## src/rtl/ps2_key_decoder_if.sv

```systemverilog
// PS/2 line and key-output bundle for ps2_key_decoder.
// The master side drives the raw PS/2 lines and consumes the decoded key.
// The slave side is the decoder itself.
interface ps2_key_decoder_if;
    logic       ps2_clk;    // raw PS/2 clock, asynchronous to clk
    logic       ps2_data;   // raw PS/2 data, asynchronous to clk
    logic [7:0] key;        // code of the held key, 0x00 when none is held
    logic       key_valid;  // one-cycle pulse on every accepted mapped make
    logic       frame_err;  // one-cycle pulse on a framing (or parity) error

    modport master (output ps2_clk, ps2_data, input key, key_valid, frame_err);
    modport slave  (input ps2_clk, ps2_data, output key, key_valid, frame_err);
endinterface

```

## src/rtl/ps2_key_decoder.sv

```systemverilog
// PS/2 Set-2 scancode receiver and key decoder.
// Synchronises and glitch-filters the PS/2 lines, receives 11-bit frames,
// tracks E0/F0 prefixes and holds the ASCII-style code of the last pressed
// key on `key` until that same key is released.
// Build option: define PS2_PARITY_CHECK_EN to drop frames with bad odd
// parity (with a frame_err pulse); otherwise the parity bit is ignored.
module ps2_key_decoder #(
    parameter int FILTER_LEN     = 8,
    parameter int TIMEOUT_CYCLES = 65000
) (
    input logic              clk,
    input logic              rst,
    ps2_key_decoder_if.slave bus
);

    localparam int FW = $clog2(FILTER_LEN) + 1;
    localparam int TW = $clog2(TIMEOUT_CYCLES) + 1;

    typedef enum logic [2:0] {
        S_IDLE,
        S_DATA,
        S_PARITY,
        S_STOP,
        S_DECODE
    } state_t;

    state_t          r_state;
    state_t          w_state_next;

    logic            r_clk_s1, r_clk_s2;
    logic            r_dat_s1, r_dat_s2;
    logic [FW-1:0]   r_flt_cnt;
    logic            r_flt_clk;
    logic            r_flt_clk_d;
    logic            w_fall;

    logic [7:0]      r_shift;
    logic            r_parity;
    logic [2:0]      r_bit_cnt;
    logic [TW-1:0]   r_tmo_cnt;
    logic            w_receiving;
    logic            w_tmo_hit;
    logic            w_par_ok;
    logic            w_frame_ok;

    logic            r_e0_seen;
    logic            r_f0_seen;
    logic [7:0]      w_code;
    logic [7:0]      r_key;
    logic            r_key_valid;
    logic            r_frame_err;

    // Two-stage synchronisers; idle PS/2 lines are high, so reset to 1.
    always_ff @(posedge clk) begin
        // NOTE: sequential state uses non-blocking assignments so every
        // register samples the pre-edge values of the others.
        if (rst) begin
            r_clk_s1 <= 1'b1;
            r_clk_s2 <= 1'b1;
            r_dat_s1 <= 1'b1;
            r_dat_s2 <= 1'b1;
        end else begin
            r_clk_s1 <= bus.ps2_clk;
            r_clk_s2 <= r_clk_s1;
            r_dat_s1 <= bus.ps2_data;
            r_dat_s2 <= r_dat_s1;
        end
    end

    // Glitch filter: the filtered clock follows only after FILTER_LEN
    // consecutive samples that disagree with its current level.
    always_ff @(posedge clk) begin
        if (rst) begin
            r_flt_cnt   <= '0;
            r_flt_clk   <= 1'b1;
            r_flt_clk_d <= 1'b1;
        end else begin
            r_flt_clk_d <= r_flt_clk;
            if (r_clk_s2 != r_flt_clk) begin
                if (r_flt_cnt == FW'(FILTER_LEN - 1)) begin
                    r_flt_clk <= r_clk_s2;
                    r_flt_cnt <= '0;
                end else begin
                    r_flt_cnt <= r_flt_cnt + 1'b1;
                end
            end else begin
                r_flt_cnt <= '0;
            end
        end
    end

    assign w_fall      = r_flt_clk_d & ~r_flt_clk;
    assign w_receiving = (r_state == S_DATA) || (r_state == S_PARITY) || (r_state == S_STOP);
    assign w_tmo_hit   = (r_tmo_cnt == TW'(TIMEOUT_CYCLES - 1));

`ifdef PS2_PARITY_CHECK_EN
    assign w_par_ok = ^{r_shift, r_parity};
`else
    assign w_par_ok = 1'b1;
`endif

    assign w_frame_ok = r_dat_s2 & w_par_ok;

    // Receive FSM state register.
    always_ff @(posedge clk) begin
        if (rst) r_state <= S_IDLE;
        else     r_state <= w_state_next;
    end

    // Receive FSM next-state logic; one step per fall event, DECODE is a
    // single free-running cycle, and a silent line aborts a partial frame.
    always_comb begin
        // NOTE: default first so every path assigns the output and no latch
        // is inferred.
        w_state_next = r_state;
        case (r_state)
            S_IDLE:   if (w_fall && !r_dat_s2) w_state_next = S_DATA;
            S_DATA:   if (w_fall && (r_bit_cnt == 3'd7)) w_state_next = S_PARITY;
            S_PARITY: if (w_fall) w_state_next = S_STOP;
            S_STOP:   if (w_fall) w_state_next = w_frame_ok ? S_DECODE : S_IDLE;
            S_DECODE: w_state_next = S_IDLE;
            default:  w_state_next = S_IDLE;
        endcase
        if (w_receiving && !w_fall && w_tmo_hit) w_state_next = S_IDLE;
    end

    // Set-2 to key-code map; 0x00 means the scancode is not mapped.
    always_comb begin
        w_code = 8'h00;
        case ({r_e0_seen, r_shift})
            9'h016: w_code = 8'h31;
            9'h01E: w_code = 8'h32;
            9'h026: w_code = 8'h33;
            9'h076: w_code = 8'h1b;
            9'h05A: w_code = 8'h0d;
            9'h029: w_code = 8'h20;
            9'h01D: w_code = 8'h77;
            9'h01C: w_code = 8'h61;
            9'h01B: w_code = 8'h73;
            9'h023: w_code = 8'h64;
            9'h175: w_code = 8'h80;
            9'h172: w_code = 8'h81;
            9'h16B: w_code = 8'h82;
            9'h174: w_code = 8'h83;
            9'h15A: w_code = 8'h0d;
            default: w_code = 8'h00;
        endcase
    end

    // Frame datapath: shift register, bit/timeout counters and error pulse.
    always_ff @(posedge clk) begin
        if (rst) begin
            r_shift     <= '0;
            r_parity    <= 1'b0;
            r_bit_cnt   <= '0;
            r_tmo_cnt   <= '0;
            r_frame_err <= 1'b0;
        end else begin
            r_frame_err <= (r_state == S_STOP) && w_fall && !w_frame_ok;
            if (w_receiving && !w_fall) r_tmo_cnt <= r_tmo_cnt + 1'b1;
            else                        r_tmo_cnt <= '0;
            if (w_fall) begin
                case (r_state)
                    S_IDLE:   r_bit_cnt <= '0;
                    S_DATA: begin
                        r_shift   <= {r_dat_s2, r_shift[7:1]};
                        r_bit_cnt <= r_bit_cnt + 1'b1;
                    end
                    S_PARITY: r_parity <= r_dat_s2;
                    default:  ;
                endcase
            end
        end
    end

    // Decode a received byte: prefixes update flags, makes load the key,
    // and a break clears the key only if it releases the last-pressed key.
    always_ff @(posedge clk) begin
        if (rst) begin
            r_e0_seen   <= 1'b0;
            r_f0_seen   <= 1'b0;
            r_key       <= 8'h00;
            r_key_valid <= 1'b0;
        end else begin
            r_key_valid <= 1'b0;
            if (r_state == S_DECODE) begin
                if (r_shift == 8'hE0) begin
                    r_e0_seen <= 1'b1;
                end else if (r_shift == 8'hF0) begin
                    r_f0_seen <= 1'b1;
                end else begin
                    r_e0_seen <= 1'b0;
                    r_f0_seen <= 1'b0;
                    if (!r_f0_seen) begin
                        if (w_code != 8'h00) begin
                            r_key       <= w_code;
                            r_key_valid <= 1'b1;
                        end
                    end else if ((w_code != 8'h00) && (w_code == r_key)) begin
                        r_key <= 8'h00;
                    end
                end
            end
        end
    end

    assign bus.key       = r_key;
    assign bus.key_valid = r_key_valid;
    assign bus.frame_err = r_frame_err;

endmodule

```

## src/flat_wrapper.sv

```systemverilog
// flat-port wrapper written by rule: the top's interface ports become plain ports
module ps2_key_decoder_flat 
#(
    parameter int FILTER_LEN     = 8,
    parameter int TIMEOUT_CYCLES = 65000
)
  (clk, rst, bus_ps2_clk, bus_ps2_data, bus_key, bus_key_valid, bus_frame_err);
  ps2_key_decoder_if bus_i ();
  input logic clk;
  input logic rst;
  input wire logic [$bits(bus_i.ps2_clk)-1:0] bus_ps2_clk;
  input wire logic [$bits(bus_i.ps2_data)-1:0] bus_ps2_data;
  output wire logic [$bits(bus_i.key)-1:0] bus_key;
  output wire logic [$bits(bus_i.key_valid)-1:0] bus_key_valid;
  output wire logic [$bits(bus_i.frame_err)-1:0] bus_frame_err;
  assign bus_i.ps2_clk = bus_ps2_clk;
  assign bus_i.ps2_data = bus_ps2_data;
  assign bus_key = bus_i.key;
  assign bus_key_valid = bus_i.key_valid;
  assign bus_frame_err = bus_i.frame_err;
  ps2_key_decoder #(.FILTER_LEN(FILTER_LEN), .TIMEOUT_CYCLES(TIMEOUT_CYCLES)) u_core (.clk(clk), .rst(rst), .bus(bus_i));
endmodule
```

## config.mk

```make
export PLATFORM = sky130hd
export DESIGN_NAME = ps2_key_decoder_flat
export DESIGN_NICKNAME = d
export VERILOG_FILES = /design/src/rtl/ps2_key_decoder_if.sv /design/src/rtl/ps2_key_decoder.sv /design/src/flat_wrapper.sv
export SDC_FILE = /design/constraint.sdc
export NUM_CORES = 1
export LEC_CHECK = 0
export BUFFER_PORTS_ARGS = -buffer_cell sky130_fd_sc_hd__buf_2
export CELL_PAD_IN_SITES_DETAIL_PLACEMENT = 0
export CELL_PAD_IN_SITES_GLOBAL_PLACEMENT = 1
export CORE_AREA = 4 4 87 89
export DETAILED_ROUTE_END_ITERATION = 12
export DIE_AREA = 0 0 91 93
export PLACE_DENSITY = 0.78
export SETUP_SLACK_MARGIN = 0.2
export SYNTH_ARGS = -nofsm -noshare
export SYNTH_HDL_FRONTEND = slang
export SYNTH_SLANG_ARGS = --single-unit
```

## constraint.sdc

```tcl
create_clock -name clk -period 2.8 [get_ports clk]
set_clock_uncertainty 0.2 [all_clocks]
set_input_delay 0.42 -clock clk [delete_from_list [all_inputs] [get_ports clk]]
set_output_delay 0.42 -clock clk [all_outputs]
set_load 0.01 [all_outputs]
```

== Word level (Yosys, flattened, before mapping) ==
Index checks and enable logic that the tools add are counted.
Widths: inputs -> output; s select.
Cells by class
  equal/unequal tests: 32
  multiplexer cells: 15
  bitwise gates (word level): 7
  reductions and logical operators: 27
  add/subtract/negate cells: 3
Operators by type and width (count)
  $pmux 8 s14: 1
  $eq 9x5->1 const B: 5
  $eq 9x9->1 const B: 5
  $eq 9x6->1 const B: 3
  $mux 8: 3
  $eq 9x7->1 const B: 2
  $add 17x1->17 const B: 1
  $eq 17x16->1 const B: 1
  $eq 8x8->1 const B: 2
  $mux 3: 5
  $pmux 3 s4: 1
  $reduce_and 2->1: 5
  $eq 8x8->1: 1
  $ne 2x1->1 const B: 4
  $reduce_bool 8->1: 1
  $logic_and 1x1->1: 7
  $eq 3x2->1 const B: 2
  $eq 3x3->1 const B: 2
  $not 1->1: 6
  $pmux 3 s2: 1
  $reduce_or 2->1: 3
  $reduce_and 5->1: 1
  $reduce_or 5->1: 1
  $add 4x1->4 const B: 1
  other kinds (13): 20
Storage, ports and cells
  logic and storage cells: 100
  bits of input ports: 4
  output and inout bits: 10
  flip-flop bits (word level): 53

== Logic depth before layout (Yosys ltp) ==
Gate-level depths: netlist (run 1).
  depth in word-level cells: 7
  depth in mapped cells: 10
  mapped depth without buffers: 8

== Least setup slack after synthesis (run 1) ==
OpenSTA, ideal clock, no wires.
  path type: flip-flop to flip-flop
  start: register u_core.r_shift[3]
  end: register u_core.r_key[2] (netlist: u_core.bus.key[2])
  setup time: 117 ps
  buffers on the path: 1
  setup slack: 182 ps
  arrival: 2301 ps
  data required time: 2483 ps
  stages on the path, launching flop included: 10
  clock period less this slack: 2618 ps
  path through: dfxtp_1 > buf_6 > and3b_1 > o211a_1 > or4_1 > a22oi_1 > nand4_1 > nor4_2 > o22ai_2 > a22o_1
On the way
  longest elaborated chain between the ends: 7
  elaborated cells between the ends (all ways): 29
RTL lines
  start, declared: line ps2_key_decoder.sv:37  | logic [7:0] r_shift;
  start signal, assigned: line ps2_key_decoder.sv:166  | r_shift <= {r_dat_s2, r_shift[7:1]};
  $eq 9x7->1 / $eq 9x9->1 (equally long branches): line ps2_key_decoder.sv:130  | case ({r_e0_seen, r_shift})
  $reduce_or 2->1 (no source line)
  $pmux 8 s14: line ps2_key_decoder.sv:130
  $eq 8x8->1 / $reduce_bool 8->1 (equally long branches): line ps2_key_decoder.sv:199, ps2_key_decoder.sv:195
  $logic_and 1x1->1: line ps2_key_decoder.sv:199  | end else if ((w_code != 8'h00) && (w_code == r_key)) begin
  $ne 2x2->1 (no source line)
  $reduce_and 5->1 (no source line)
  end signal, assigned: line ps2_key_decoder.sv:196  | r_key <= w_code;
  end, declared: line ps2_key_decoder.sv:49  | logic [7:0] r_key;
Parallel ways exist; a longest one is shown, timed or not. The select of a mux whose other input is x is not followed.
A chain may end at the register's enable or synchronous reset.

== Final worst setup path (run 1) ==
  start: register u_core.r_shift[2]
  end: register u_core.r_key[5] (netlist: u_core.bus.key[5])
The elaborated chain is that of the path after synthesis.

==> summary.md, run 1 <==
| Metric | Value |
|---|---|
| Hold Startpoint | `bus_ps2_clk` |
| Register bit count reported by yosys | `53` |
| Via density | `between 5 and 6` |
| Most common cell after layout, fill and taps aside | `dfxtp_1` |
| Slew HR | `63.6%` |
| EDFF count, synth | `0` |
| Top-area cell type share of the netlist area | `between 30% and 40%` |
| Max-cap violations | `0` |
| Avg WL per Cell | `between 10 and 15 um` |
| Starting Density | `slightly above 40%` |
| Worst Max-Slew Pin Slew | `~550 ps` |
| Fmax | `approximately 0.37 GHz` |
| GPL Wtd Cong | `between 0.8 and 0.9` |
| Combinational share of power | `1.4%` |
| Die height | `93 um` |
| DR pass1 iterations | `4` |
| Largest area contributor in the netlist | `dfxtp_1` |
| First-pass GRT wire length | `~11 mm` |
| CTS Buf Count | `5` |
| CP Capture Type | `flop` |
| Initial antenna violation count | `0` |
| # port buffers | `13` |
| Setup TNS | `0 ps` |
| Ys flop type | `dfxtp_1` |
| Power per Cell Area | `around 370 nW/um2` |
| Gr ovfl total | `0` |
| Fin. max-slew vios | `0` |
| Layout area overhead | `16.4%` |
| Clk sinks | `53` |
| Status | `completed` |
| DIE WIDTH | `between 90 and 100 um` |
| Leak | `between 1 and 1.5 nW` |
| DP Wirelength | `between 4 and 5 mm` |
| Overall routing resource usage | `about 15%` |
| Post-route ant nets | `0` |
| Post-Place Cells | `~430` |
| CTS tree | `done` |
| Cts hold-fix bufs | `0` |
| Final period util | `between 90% and 100%` |
| Internal power | `0.000933 W` |
| Post-synth cell types | `57` |
| Clk buf depth | `2` |
| R2r startpoint | `u_core.r_shift[2]` |
| Die area | `between 8000 and 9000 um2` |
| DR DRC count | `0` |
| Net Sw Power | `approximately 0.00026 W` |
| Final Hold Vio Count | `0` |
| H-Tree Depth | `2` |
| Iteration-0 DRC count of the detailed router | `between 150 and 200` |
| Clock power share | `a little over a third` |
| Data arrival, critical path | `between 2000 and 3000 ps` |
| WP data required | `approximately 2800 ps` |
| Core area | `just under 7000 um2` |
| Pin count of the biggest net entering global routing | `27` |
| Commonest non-fill, non-tap cells in the layout | `44 x dfxtp_1, 35 x nor2_1, 28 x nand2_1, 25 x buf_4, 24 x nand3_1` |
| Post-Syn Nets | `342` |
| Tmin final | `2690 ps` |
| Finished Layout Cells | `around 440` |
| RSZ-0062 raised after global routing | `true` |
| Area contributors post-synth | `dfxtp_1 39%, nor2_1 4.8%, xor2_1 4.5%` |
| Share of post-route cells with drive strength above 1 | `between 20% and 30%` |
| CP startpoint kind | `flop` |
| Reg power frac | `63.0%` |
| Clock slew at reported path FFs | `approximately 90 ps` |
| Post-synthesis sequential area ratio | `approximately two fifths` |
| Critical path class | `reg2reg` |
| Drt total wl | `6.26 mm` |
| Final Setup Violations | `0` |
| Final core utilization | `a little under half` |
| Fillers | `between 600 and 700` |
| Root Buffer | `clkbuf_8` |
| Async SR Flop Fraction | `0%` |
| IO Count | `14` |
| Synth Instances | `between 300 and 400` |
| Syn. warnings | `0` |
| Maximum vdd ir drop | `about 230 uV` |
| N_diodes | `0` |
| Critical Path Start | `u_core.r_shift[2]` |
| DR vias | `approximately 2500` |
| Clock latency on the worst-skew pair | `roughly 300 ps` |
| Hold Crit Class | `in2reg` |
| Crit-path max FO | `6` |
| Vias in the first global route | `approximately 2300` |
| Switching part of the total | `between 20% and 30%` |
| Synthesized area per cell | `8.24 um2` |
| # rows | `30` |
| Netlist Area Pre-Place | `roughly 2800 um2` |
| Fin nets | `~370` |
==> state kept, by name, summed over array words and instances, names as in the netlist, 3 cells and up <==
signal and count:
u_core.r_shift 8, u_core.r_state 3, u_core.r_bit_cnt 3, u_core.r_flt_cnt 4, u_core.bus.key 8, u_core.r_tmo_cnt 17
==> per-layer routing <==
layer | vias up | routed length (um) | global-route usage (%)
met5 | - | 0 | 0
met4 | 0 | 184 | 7.29
met3 | 15 | 229 | 3.14
met2 | 51 | 2810 | 23.6
met1 | 1140 | 3030 | 20.5
li1 | 1253 | - | -
==> repair_timing <==
action / CTS / global route
buffers inserted: 7 / 3
setup endpoints to repair: 9 / 8
pin swaps: 2 / 2
gates resized for setup: 20 / 11
==> cells by family (layout without fill, tap and decap cells) <==
kind of cell	after synthesis	count (layout)	synth area share, %
xor+xnor	21	21	6.68
compound gates	65	65	16.0
buf+inv	27	57	4.82
mux	1	1	0.364
simple gates	163	163	31.8
fa+ha+maj	4	4	1.82
flops	53	53	38.6
==> final cells by class <==
| class | instances | area, um2 | share of cell area, % |
|---|---|---|---|
| Multi-Input combinational cell | 254 | 1620 | 50.5 |
| Timing Repair Buffer | 42 | 285 | 8.91 |
| Inverter | 7 | 26.3 | 0.820 |
| Sequential cell | 53 | 1080 | 33.9 |
| Tap cell | 80 | 100 | 3.13 |
| Clock inverter | 2 | 15.0 | 0.469 |
| Clock buffer | 6 | 72.6 | 2.27 |
==> worst max-delay path, cell delays in order (launching register included) <==
cell and delay, ps:
dfxtp_4 370, buf_6 130, and3b_1 180, o211a_1 150, or4_1 540, a22oi_2 210, nand4_1 160, nor3_1 230
a211oi_1 100, a311o_1 330
==> final timing paths <==
check	end	slack (ps)	cells past startpoint
worst max-delay path	u_core.bus.key[5]	110	9
worst min-delay path	u_core.r_clk_s1	90	2
worst max register to register	u_core.bus.key[5]	110	9
worst min register to register	u_core.r_dat_s2	220	1
==> per-stage QoR <==
step / area (um2) / power [W] / hold WS, ps / setup slack (ps)
global placement: 2950 / 0.000792 / 191 / -32.5
global route: 3200 / 0.00125 / 72.1 / -69.7
CTS: 3150 / 0.00122 / 73.5 / 165
detailed placement: 2950 / 0.000793 / 198 / -49.4
floorplan: 2750 / 0.000788 / 189 / 261
finish: 3200 / 0.00119 / 87.1 / 109
==> power groups by stage <==
stage	clock network (W)	logic, W	registers (W)
after global routing	0.000475	0.0000197	0.000753
after CTS	0.000446	0.0000175	0.000756
after detailed placement	0	0.0000175	0.000775
after floorplan	0	0.0000126	0.000775
final	0.000425	0.0000172	0.000753
after global placement	0	0.0000169	0.000775
==> cells in the mapped netlist (4+ instances only) <==
cell type and n:
nand3b_1 4, xor2_1 14, a22o_1 4, ha_1 4, inv_1 7, clkbuf_1 11, nor2b_1 5, dfxtp_1 53
nor4_1 4, or3_1 6, buf_2 4, nand2b_1 7, nor3b_1 4, nand3_1 24, or2_2 5, a21oi_1 22
nor3_1 11, xnor2_1 7, and3b_1 4, or4_1 4, nand2_1 28, nor2_1 35, and3_1 4, o21ai_0 12
nand4_1 6
No activity file was read; power rests on OpenSTA's default activity.
==> inputs of run 2 (changes only) <==
--- a/config.mk
+++ b/config.mk
@@ -8,10 +8,12 @@
 export BUFFER_PORTS_ARGS = -buffer_cell sky130_fd_sc_hd__buf_2
 export CELL_PAD_IN_SITES_DETAIL_PLACEMENT = 0
 export CELL_PAD_IN_SITES_GLOBAL_PLACEMENT = 1
-export CORE_AREA = 4 4 87 89
+export CORE_AREA = 4 4 85 87
+export CTS_BUF_LIST = sky130_fd_sc_hd__clkbuf_4
 export DETAILED_ROUTE_END_ITERATION = 12
-export DIE_AREA = 0 0 91 93
-export PLACE_DENSITY = 0.78
+export DIE_AREA = 0 0 89 91
+export PLACE_DENSITY = 0.81
+export RECOVER_POWER = 100
 export SETUP_SLACK_MARGIN = 0.2
 export SYNTH_ARGS = -nofsm -noshare
 export SYNTH_HDL_FRONTEND = slang
==> run 2 against run 1 <==
Net effect:
- core utilization rose by 1.4 points
- sequential power hardly changed
- maximum frequency rose by 2.1%
- clock-buffer cell count down 1
- combinational power increased by 12%
- worst setup slack gained 56 ps
- first-iteration DRC count decreased by 38%
- critical path type unchanged
- hold slack better by 140 ps
==> summary.md, run 2 (synthesis results as in run 1) <==
| Metric | Value |
|---|---|
| # port buffers | `13` |
| Gr ovfl total | `0` |
| Multi-input gate area | `between 1500 and 2000 um2` |
| Slew HR | `a little under three fifths` |
| Clock slew at reported path FFs | `160 ps` |
| Core area | `roughly 6300 um2` |
| Final core utilization | `48.8%` |
| Clk buf depth | `2` |
| Status | `completed` |
| Iteration-0 DRC count of the detailed router | `94` |
| DP Wirelength | `between 4 and 5 mm` |
| Fin nets | `between 300 and 400` |
| IO Count | `14` |
| Most common cell after layout, fill and taps aside | `dfxtp_1` |
| WP data required | `approximately 2900 ps` |
| Leak | `roughly 1.1 nW` |
| DR vias | `2411` |
| Hold Crit Class | `reg2reg` |
| Finished Layout Cells | `439` |
| Fillers | `around 630` |
| Total power | `~0.0011 W` |
| Vias in the first global route | `approximately 2200` |
| Crit-path max FO | `7` |
| Clock latency on the worst-skew pair | `370 ps` |
| Fin. max-slew vios | `0` |
| Final Hold Vio Count | `0` |
| Tmin final | `2630 ps` |
| GPL Wtd Cong | `around 0.88` |
| # rows | `29` |
| Clk sinks | `53` |
| Data arrival, critical path | `between 2000 and 3000 ps` |
| Max-cap violations | `0` |
| Avg WL per Cell | `13.5 um` |
| CTS tree | `done` |
| Max reg flops | `17` |
| DIE WIDTH | `89 um` |
| Post-route ant nets | `0` |
| Worst Max-Slew Pin Slew | `a little under 700 ps` |
| Die height | `just over 90 um` |
| Overall routing resource usage | `14.7%` |
| H-Tree Depth | `2` |
| Layout area overhead | `12.6%` |
| DR DRC count | `0` |
| Maximum vdd ir drop | `between 200 and 250 uV` |
| Top reg by flops | `u_core.r_tmo_cnt` |
| Share of post-route cells with drive strength above 1 | `between 10% and 20%` |
| CP Capture Type | `flop` |
| Fmax | `between 0.3 and 0.4 GHz` |
| Reg area | `approximately 1100 um2` |
| Critical path class | `reg2reg` |
| Root Buffer | `clkbuf_4` |
| Commonest non-fill, non-tap cells in the layout | `44 x dfxtp_1, 35 x nor2_1, 28 x nand2_1, 24 x nand3_1, 23 x buf_4` |
| Final Setup Violations | `0` |
| Starting Density | `around 43%` |
| DR pass1 iterations | `4` |
| Final period util | `94.1%` |
| Power per Cell Area | `363 nW/um2` |
| Worst reg2reg path depth | `8` |
| CP startpoint kind | `flop` |
| N_diodes | `0` |
| Post-Place Cells | `between 400 and 500` |
| Die area | `slightly above 8000 um2` |
| Drt total wl | `between 5 and 6 mm` |
| Initial antenna violation count | `0` |
| Via density | `5.49` |
| Hold Crit Depth | `1` |
| RSZ-0062 raised after global routing | `true` |
| CTS Buf Count | `5` |
| First-pass GRT wire length | `approximately 10 mm` |
| Pin count of the biggest net entering global routing | `27` |
## run 2: worst paths after layout
path                           from                 to  slack [ps]
setup / recovery  u_core.r_shift[1]  u_core.bus.key[6]         170
hold / removal      u_core.r_clk_s1    u_core.r_clk_s2         230
hold reg to reg     u_core.r_clk_s1    u_core.r_clk_s2         230
setup reg to reg  u_core.r_shift[1]  u_core.bus.key[6]         170
## run 2: cell type report
class	instances	share of cell area [%]
repair buffers	40	8.16
well taps	77	3.11
clock buffers	5	1.21
clock inverters	3	0.687
multi-input cells	254	51.1
inverters	7	0.848
flip-flops and latches	53	34.9
## run 2: what timing repair did
item | CTS | global route
endpoints found under the setup margin | 8 | 8
hold buffers | 2 | 0
pin swaps | 3 | 3
gates resized for setup | 15 | 3
endpoints found under the hold margin | 2 | 0
buffers inserted | 3 | 0
## run 2: layer usage
metal  vias to the layer above  wire, um  global-route usage (%)
met1                      1097      3000                    20.9
met4                         0       108                    5.21
li1                       1254         -                       -
met3                        10       240                    2.81
met2                        50      2560                    22.1
met5                         -         0                       0
## run 2: where the power goes
part,switching (W),internal (W)
Clock,0.000249,0.000100
Combinational,0.0000118,0.00000750
Sequential,0.00000135,0.000755
## run 2: worst max-delay path: stages, from the launching register on
cell     delay [ps]
dfxtp_4         410
and3b_1         180
o211a_1         220
or4_1           520
a22oi_1         200
nand4_1         170
nor4_2          200
o22ai_2         170
a22o_1          270
## run 2: per-stage QoR
stage               setup TNS (ps)  hold slack [ps]  instance area, um2  setup slack [ps]
floorplan                        0              189                2750               261
finish                           0              228                3100               166
detailed placement            -552              194                2970              -110
global placement              -148              191                2970             -32.5
CTS                              0              231                3110               149
global route                 -6.61              245                3100             -3.75
==> inputs of run 3 (changes only) <==
--- a/config.mk
+++ b/config.mk
@@ -14,6 +14,7 @@
 export DIE_AREA = 0 0 89 91
 export PLACE_DENSITY = 0.81
 export RECOVER_POWER = 100
+export REMOVE_ABC_BUFFERS = 1
 export SETUP_SLACK_MARGIN = 0.2
 export SYNTH_ARGS = -nofsm -noshare
 export SYNTH_HDL_FRONTEND = slang
==> run 3 against run 2 <==
Net effect:
- routed wire length rose by 8.3%
- non-clock buffer count rose by 14
- combinational power fell by 5%
- flip-flop and latch count did not move
- worst setup slack got worse by 47 ps
- via count rose by 4.0%
- cell count rose by 3.2%
- register-to-register slack got worse by 50 ps
- hold slack got worse by 200 ps
- critical path type unchanged
- largest power group unchanged
==> summary.md, run 3 (synthesis results as in run 1) <==
| Metric | Value |
|---|---|
| Status | `completed` |
| H-Tree Depth | `2` |
| Vias in the first global route | `approximately 2300` |
| Data arrival, critical path | `~2800 ps` |
| DR pass1 iterations | `4` |
| Post-route ant nets | `0` |
| Internal power | `between 0.0008 and 0.0009 W` |
| Starting Density | `a little over two fifths` |
| Finished Layout Cells | `453` |
| Fmax | `roughly 0.37 GHz` |
| Clock latency on the worst-skew pair | `roughly 380 ps` |
| Share of post-route cells with drive strength above 1 | `between 20 and 25%` |
| Via density | `about 5.5` |
| CP startpoint kind | `flop` |
| Worst reg2reg path depth | `10` |
| CP Capture Type | `flop` |
| Post-Place Cells | `about 430` |
| Hold Crit Depth | `2` |
| Maximum vdd ir drop | `about 240 uV` |
| Crit-path max FO | `7` |
| Final setup margin | `around 120 ps` |
| Clock slew at reported path FFs | `roughly 150 ps` |
| Placed cell areas | `3020 um2` |
| Layout Cell Area excl Fill | `~3300 um2` |
| Drt total wl | `~6.4 mm` |
| Hold Crit Class | `in2reg` |
| Top reg by flops | `u_core.r_tmo_cnt` |
| Reg power frac | `about 67%` |
| Root Buffer | `clkbuf_4` |
| Combinational share of power | `between 1.5 and 2%` |
| Fin. max-slew vios | `0` |
| Max-cap violations | `0` |
| R2r startpoint | `u_core.r_shift[2]` |
| DR vias | `approximately 2500` |
| Hold endpoint | `u_core.r_dat_s1` |
| Worst Max-Slew Pin Slew | `1140 ps` |
| First-pass GRT wire length | `around 11 mm` |
| Layout area overhead | `20.9%` |
| Slew HR | `approximately a quarter` |
| Fillers | `a little over 600` |
| R2r setup slk | `around 120 ps` |
| Die height | `slightly above 90 um` |
| Die area | `~8100 um2` |
| IO Count | `14` |
| Power per Cell Area | `339 nW/um2` |
| Hold Startpoint | `bus_ps2_data` |
| Place WS | `9.34 ps` |
| WP data required | `~2900 ps` |
| GPL Wtd Cong | `about 0.9` |
| Max reg flops | `17` |
| Pin count of the biggest net entering global routing | `27` |
| Net Sw Power | `0.000258 W` |
| Switching part of the total | `22.9%` |
| # rows | `29` |
| Final Setup Violations | `0` |
| CTS tree | `done` |
| DIE WIDTH | `approximately 89 um` |
| DP Wirelength | `around 4.3 mm` |
| Final period util | `95.8%` |
| Initial antenna violation count | `0` |
| Reg-to-reg endpoint | `u_core.bus.key[3]` |
| DR DRC count | `0` |
| Avg WL per Cell | `around 14 um` |
| Overall routing resource usage | `approximately 16%` |
| # port buffers | `13` |
| Clk sinks | `53` |
| Iteration-0 DRC count of the detailed router | `166` |
| Gr ovfl total | `0` |
| Core area | `6350 um2` |
| CTS Buf Count | `5` |
| Fin nets | `383` |
| RSZ-0062 raised after global routing | `true` |
| Leak | `between 1 and 1.5 nW` |
| Critical path class | `reg2reg` |
| Tmin final | `roughly 2700 ps` |
| Clock power share | `a little under a third` |
| Setup TNS | `0 ps` |
| Final Hold Vio Count | `0` |
| Commonest non-fill, non-tap cells in the layout | `44 x dfxtp_1, 35 x nor2_1, 32 x buf_4, 28 x nand2_1, 23 x nand3_1` |
| N_diodes | `0` |
| Most common cell after layout, fill and taps aside | `dfxtp_1` |
| Clk buf depth | `2` |
-- run 3: how the worst max path moves through the flow --
| stage | from | to | cells past startpoint |
|---|---|---|---|
| after floorplan | u_core.r_shift[1] | u_core.bus.key[2] | 8 |
| after global placement | u_core.r_shift[2] | u_core.bus.key[5] | 11 |
| after detailed placement | u_core.r_shift[3] | u_core.bus.key[3] | 8 |
| after CTS | u_core.r_shift[5] | u_core.bus.key[3] | 10 |
| after global routing | u_core.r_shift[2] | u_core.bus.key[3] | 10 |
| final | u_core.r_shift[2] | u_core.bus.key[3] | 10 |
-- run 3: power by group through the flow --
stage	clock, W	sequential [W]	combinational (W)
after CTS	0.000371	0.000756	0.0000187
after global routing	0.000398	0.000756	0.0000211
after detailed placement	0	0.000775	0.0000177
after floorplan	0	0.000775	0.00000811
after global placement	0	0.000775	0.0000170
final	0.000356	0.000755	0.0000184
-- run 3: worst max-delay path, cell delays in order, from the launching register on --
cell and delay (ps):
dfxtp_4 390, buf_12 120, nand3b_1 260, buf_6 200, a211oi_2 260, o21ai_0 150, a22oi_2 160, nand4_1 170
nor4_2 200, o22ai_2 190, a22o_1 280
-- run 3: area by class of cell --
cell class | count | area [um2] | share of cell area [%]
Tap cell | 77 | 96.3 | 2.90
Clock buffer | 6 | 45.0 | 1.35
Clock inverter | 2 | 13.8 | 0.414
Inverter | 7 | 26.3 | 0.790
Sequential cell | 53 | 1080 | 32.5
Multi-Input combinational cell | 254 | 1680 | 50.4
Timing Repair Buffer | 54 | 385 | 11.6
-- run 3: what timing repair did --
action | in CTS | in global routing
hold endpoints to repair | 1 | 0
pin swaps | 16 | 5
setup buffers | 8 | 4
resized for setup | 32 | 11
endpoints found under the setup margin | 8 | 9
hold buffers | 1 | 0
-- run 3: routing by layer --
layer | up-vias | routed length, um | track usage, %
li1 | 1280 | - | -
met4 | 0 | 155 | 5.58
met2 | 69 | 2850 | 24.4
met3 | 15 | 326 | 3.62
met5 | - | 0 | 0
met1 | 1144 | 3070 | 23.4
-- run 3: stage by stage --
stage | hold slack (ps) | power [W] | utilization, %
2_1_floorplan | 189 | 0.000783 | -
3_3_place_gp | 190 | 0.000792 | 47.5
3_5_place_dp | 196 | 0.000793 | 47.5
4_1_cts | 9.37 | 0.00115 | 51.8
5_1_grt | 16.2 | 0.00118 | 52.4
6_report | 29.9 | 0.00113 | 52.4
